===== src/rtl/core_pkg.sv =====
// -----------------------------------------------------------------------------
// core_pkg
//   Shared definitions for the core's program-counter generator.
//   - pc_state_e           : FSM state encoding (PC_BOOT=0, PC_RUN=1, PC_HALT=2;
//                            encoding 3 is unused and recovers to PC_BOOT)
//   - PC_RESET_VEC_DEFAULT : default first fetch address after reset
// -----------------------------------------------------------------------------
package core_pkg;

  typedef enum logic [1:0] {
    PC_BOOT = 2'd0,
    PC_RUN  = 2'd1,
    PC_HALT = 2'd2
  } pc_state_e;

  localparam logic [31:0] PC_RESET_VEC_DEFAULT = 32'h0000_0000;

endpackage


===== src/rtl/pc_gen.sv =====
// -----------------------------------------------------------------------------
// pc_gen
//   Program-counter generator. Presents the fetch address to instruction memory
//   through a valid/ready handshake, loads RESET_VEC after boot and then steps
//   by INC_STEP on every accepted fetch. Supports trap and branch/jump
//   redirects, stall, and halt/resume.
//
// Parameters
//   AW        : address width in bits
//   INC_STEP  : sequential increment, a power of two
//   RESET_VEC : first fetch address after reset
//
// Ports
//   clk           in   clock, rising edge
//   rst_n         in   asynchronous active-low reset
//   stall         in   hold the current address
//   redirect_en   in   branch/jump taken
//   redirect_addr in   branch/jump target
//   trap_en       in   trap/exception entry (highest priority)
//   trap_vec      in   trap handler address
//   halt_req      in   request HALT
//   resume        in   leave HALT
//   fetch_ready   in   instruction memory accepts addr
//   addr          out  current fetch address
//   addr_valid    out  addr is a live fetch request (RUN only)
//   misalign_err  out  one-cycle pulse on a rejected misaligned redirect
//                      (present only with PC_GEN_MISALIGN_CHK_EN)
//   state_o       out  FSM state (BOOT=0, RUN=1, HALT=2)
//
// Configuration
//   PC_GEN_MISALIGN_CHK_EN : when defined, a redirect target that is not a
//   multiple of INC_STEP is not taken; the PC goes to trap_vec instead and
//   misalign_err pulses. When undefined every redirect is taken unchecked.
// -----------------------------------------------------------------------------
module pc_gen
  import core_pkg::*;
#(
  parameter int            AW        = 32,
  parameter int            INC_STEP  = 1,
  parameter logic [AW-1:0] RESET_VEC = AW'(PC_RESET_VEC_DEFAULT)
) (
  input  logic          clk,
  input  logic          rst_n,
  input  logic          stall,
  input  logic          redirect_en,
  input  logic [AW-1:0] redirect_addr,
  input  logic          trap_en,
  input  logic [AW-1:0] trap_vec,
  input  logic          halt_req,
  input  logic          resume,
  input  logic          fetch_ready,
  output logic [AW-1:0] addr,
  output logic          addr_valid,
`ifdef PC_GEN_MISALIGN_CHK_EN
  output logic          misalign_err,
`endif
  output logic [1:0]    state_o
);

  localparam logic [AW-1:0] STEP = AW'(INC_STEP);

  pc_state_e     state_q, state_d;
  logic [AW-1:0] addr_q, addr_d;
  logic          misalign_hit;

`ifdef PC_GEN_MISALIGN_CHK_EN
  // Low address bits below the step size must be zero; for INC_STEP=1 the
  // mask is zero and the check can never fire.
  localparam logic [AW-1:0] ALIGN_MASK = AW'(INC_STEP - 1);

  logic misalign_q, misalign_d;

  assign misalign_hit = redirect_en && ((redirect_addr & ALIGN_MASK) != '0);
  // The error only reports a redirect that was actually rejected, i.e. one
  // not already overridden by a trap and seen in a state that honours it.
  assign misalign_d   = misalign_hit && !trap_en &&
                        ((state_q == PC_RUN) || (state_q == PC_HALT));
`else
  assign misalign_hit = 1'b0;
`endif

  // ---- next-state / next-address ----
  always_comb begin
    state_d = state_q;
    addr_d  = addr_q;
    case (state_q)
      PC_BOOT: begin
        state_d = PC_RUN;
      end
      PC_RUN: begin
        // A rejected (misaligned) redirect behaves like a trap.
        if (trap_en || misalign_hit) begin
          addr_d = trap_vec;
        end else if (redirect_en) begin
          addr_d = redirect_addr;
        end else if (halt_req) begin
          state_d = PC_HALT;
        end else if (!stall && fetch_ready) begin
          addr_d = addr_q + STEP;
        end
      end
      PC_HALT: begin
        if (trap_en || misalign_hit) begin
          addr_d  = trap_vec;
          state_d = PC_RUN;
        end else if (redirect_en) begin
          addr_d = redirect_addr;
        end else if (resume && !halt_req) begin
          state_d = PC_RUN;
        end
      end
      default: begin
        state_d = PC_BOOT;
      end
    endcase
  end

  // ---- state registers ----
  always_ff @(posedge clk or negedge rst_n) begin
    if (!rst_n) begin
      state_q <= PC_BOOT;
      addr_q  <= RESET_VEC;
    end else begin
      state_q <= state_d;
      addr_q  <= addr_d;
    end
  end

`ifdef PC_GEN_MISALIGN_CHK_EN
  always_ff @(posedge clk or negedge rst_n) begin
    if (!rst_n) begin
      misalign_q <= 1'b0;
    end else begin
      misalign_q <= misalign_d;
    end
  end

  assign misalign_err = misalign_q;
`endif

  // ---- outputs ----
  assign addr       = addr_q;
  assign addr_valid = (state_q == PC_RUN);
  assign state_o    = state_q;

endmodule

===== config.mk =====
export PLATFORM = sky130hd
export DESIGN_NAME = pc_gen
export DESIGN_NICKNAME = d
export VERILOG_FILES = /design/src/rtl/core_pkg.sv /design/src/rtl/pc_gen.sv
export SDC_FILE = /design/constraint.sdc
export NUM_CORES = 1
export LEC_CHECK = 0
export CORE_MARGIN = 8
export CORE_UTILIZATION = 43
export DETAILED_ROUTE_END_ITERATION = 10
export PLACE_DENSITY = 0.86
export SLEW_MARGIN = 15
export SYNTH_ARGS = -nofsm -noshare
export SYNTH_HDL_FRONTEND = slang
export SYNTH_SLANG_ARGS = --single-unit

===== constraint.sdc =====
create_clock -name clk -period 2.4 [get_ports clk]
set_clock_uncertainty 0.1 [all_clocks]
set_input_delay 0.48 -clock clk [delete_from_list [all_inputs] [get_ports clk]]
set_output_delay 0.48 -clock clk [all_outputs]
set_load 0.03 [all_outputs]

==> metrics.txt <==
run status finished clean; CORE AREA 6280 um^2; Via Count 3437; most frequent cell after synthesis o21ai_0; Die Height 96.2 um; Synth top cells by count o21ai_0, nor2_1, dfrtp_1; worst r2r src addr[0]$_DFFE_PN0P_; # rows 29; Clock power frac 0.176; yosys warns 0; final setup fails 0; CP max stage cell clkdlybuf4s50_1; Most used DFF post-synth dfrtp_1; postcts setup bufs 0; first-iteration detailed-routing DRC count 269; Worst path max stage delay just under 0.7 ns; Layout area overhead 49.3%; antenna violations before repair 0; max_slew headroom 0.424; PortBufs 106; period utilisation layout 0.958; grt ovf 0; Final ANT Viol Nets 0; Synth area leader dfrtp_1; Num CTS Buffers 5; # hold bufs at CTS 0; Flop pwr share 0.354; TritonCTS clock tree done; worst reg2reg endpoint addr[22]$_DFFE_PN0P_; syn nets 420; Non-Filler Instances 540; switching share of power 0.420; crit path kind reg -> out; clk slew on worst S/H paths ~0.07 ns; RSZ-0062 raised after global routing no; routability cong. between 0.9 and 1; Max-Cap Viols 0; Setup crit start state_o[1]$_DFFE_PN0P_; DRC viols 0; pre-CTS WS -0.295 ns; # nets final 535; Skew-Pair Late Insertion Delay 0.29 ns; fmax 435 MHz; placed cells between 500 and 600; Int Power 1500 uW; final WL 10300 um; cts repair resizes 1; routed len/inst 19.0 um; Vias/cell 6.36; global-route wire length before repair 16200 um; fin. max-slew vios 0; CP endpoint kind output port; worst r2r path cells 7; ys async rst share 1.00; dpl hpwl 7610 um; Max H-tree Level 2; worst-path fanout max 8; Worst Path Required 1.82 ns; clock sinks 34; clock buffer depth 2; Hold Vio Cnt, Final 0; synth top area cells dfrtp_1, o21ai_0, nor2_1, nand3_1, a22o_1; final setup margin 0.100 ns; total track usage 0.221; Die X ~96 um; Pwr Density 626 nW/um^2; top-area cell type share of the netlist area 0.307; share of layout cells above drive strength 1 0.112; Pleak 0.00161 uW; Worst setup SP type register; CP endpoint addr_valid; Worst R2R Setup Slack 0.31 ns; Peak VDD IR 477 uV; Die ar. 9260 um^2; worst slew pin tran ~0.86 ns; Synth Instances between 300 and 400; Distinct cells, synth 55; ant diodes 0; router iterations before antenna repair 5; Seq cells post-synth 34; # fillers 549; Top Ports 107; multi-input combinational cell area 1770 um^2; combinational power share 0.470; Initial Util 0.441; Min-Delay Path Class in -> async; Seq/Total Area, Yosys 0.307; Avg Synthesized Cell Area 7.98 um^2; CP arrival 1.72 ns; register area 851 um^2; Mapped Area 2770 um^2; largest net degree at the start of global routing 35; number of flops mapped to enable cells by yosys 0; min cycle time layout ~2.3 ns; NetSw 1090 uW; vias in the first global route 3325; worst path cell trace nand2b_1 -> inv_1 -> clkdlybuf4s50_1; CTS root buf clkbuf_8
==> worst min-delay path by stage <==
stage	startpoint	endpoint	slack, ns
final	rst_n	state_o[1]$_DFFE_PN0P_	0.19
after global routing	rst_n	state_o[1]$_DFFE_PN0P_	0.25
after CTS	rst_n	state_o[1]$_DFFE_PN0P_	0.22
after detailed placement	addr[6]$_DFFE_PN0P_	addr[6]$_DFFE_PN0P_	0.44
after global placement	addr[6]$_DFFE_PN0P_	addr[6]$_DFFE_PN0P_	0.44
after floorplan	rst_n	addr[0]$_DFFE_PN0P_	0.08
==> metrics by stage <==
stage / util / total power, uW / area, um^2 / setup TNS, ns / hold slack, ns
global route: 0.659 / 2720 / 4130 / 0 / 0.245
floorplan: - / 1540 / 2770 / 0 / 0.0844
CTS: 0.657 / 2580 / 4130 / 0 / 0.218
detailed placement: 0.642 / 2130 / 4030 / -4.93 / 0.441
global placement: 0.642 / 2100 / 4030 / -2.91 / 0.436
finish: 0.659 / 2590 / 4130 / 0 / 0.190
==> cells in the final DEF, fill, tap and decap left out, types with 4 or more instances in the layout <==
| master | n |
|---|---|
| clkdlybuf4s50_1 | 105 |
| o21ai_0 | 39 |
| nor2_1 | 37 |
| dfrtp_1 | 34 |
| buf_4 | 26 |
| nand3_1 | 20 |
| nand2_1 | 16 |
| a21oi_1 | 16 |
| nor3_1 | 13 |
| inv_1 | 10 |
| a22o_1 | 10 |
| o211ai_1 | 10 |
| a221oi_1 | 9 |
| a31oi_1 | 8 |
| nand4_1 | 8 |
| mux2i_1 | 6 |
| clkbuf_8 | 6 |
| and2_1 | 5 |
| a222oi_1 | 5 |
| o22ai_1 | 5 |
| and3_1 | 5 |
| a22oi_1 | 4 |
| o2bb2ai_1 | 4 |
| mux2_2 | 4 |
==> critical path: cells and delay by family, from the launching register on <==
kind / cells / cell delay [ns]
DFF: 1 / 0.45
and+or+nand+nor: 1 / 0.21
buffers and inverters: 2 / 0.78
==> layout make-up <==
| type | count | share of cell area |
|---|---|---|
| multi-input combinational | 277 | 0.427 |
| timing repair buffer | 134 | 0.312 |
| sequential | 34 | 0.206 |
| tap | 77 | 0.0233 |
| clock buffer | 7 | 0.0209 |
| inverter | 10 | 0.00908 |
| clock inverter | 1 | 0.00121 |
==> layer usage <==
layer  global-route usage  up-vias  wire (um)
met2                0.365      188       4970
met3               0.0476       20        935
met4               0.0807        0        210
met1                0.276     1638       4140
li1                     -     1591          -
met5                    0        -          0
==> power groups by stage <==
stage,Sequential (uW),Combinational [uW],Clock (uW)
4_1_cts,909,1220,456
3_3_place_gp,913,1190,0
2_1_floorplan,1120,421,0
3_5_place_dp,918,1210,0
5_1_grt,941,1300,475
6_report,915,1220,454
==> cells by family after synthesis <==
family | Yosys count | share of synthesized area
AND/OR/NAND/NOR | 127 | 0.234
buffers and inverters | 36 | 0.0610
flip-flops | 34 | 0.307
multiplexers | 10 | 0.0380
adder cells (fa/ha/maj) | 1 | 0.00452
AO/OA/AOI/OAI | 139 | 0.356
==> sequential cells by signal (all words and copies together), names as in the netlist <==
register	flops
addr	32
state_o	2
No activity file was read; power rests on OpenSTA's default activity.
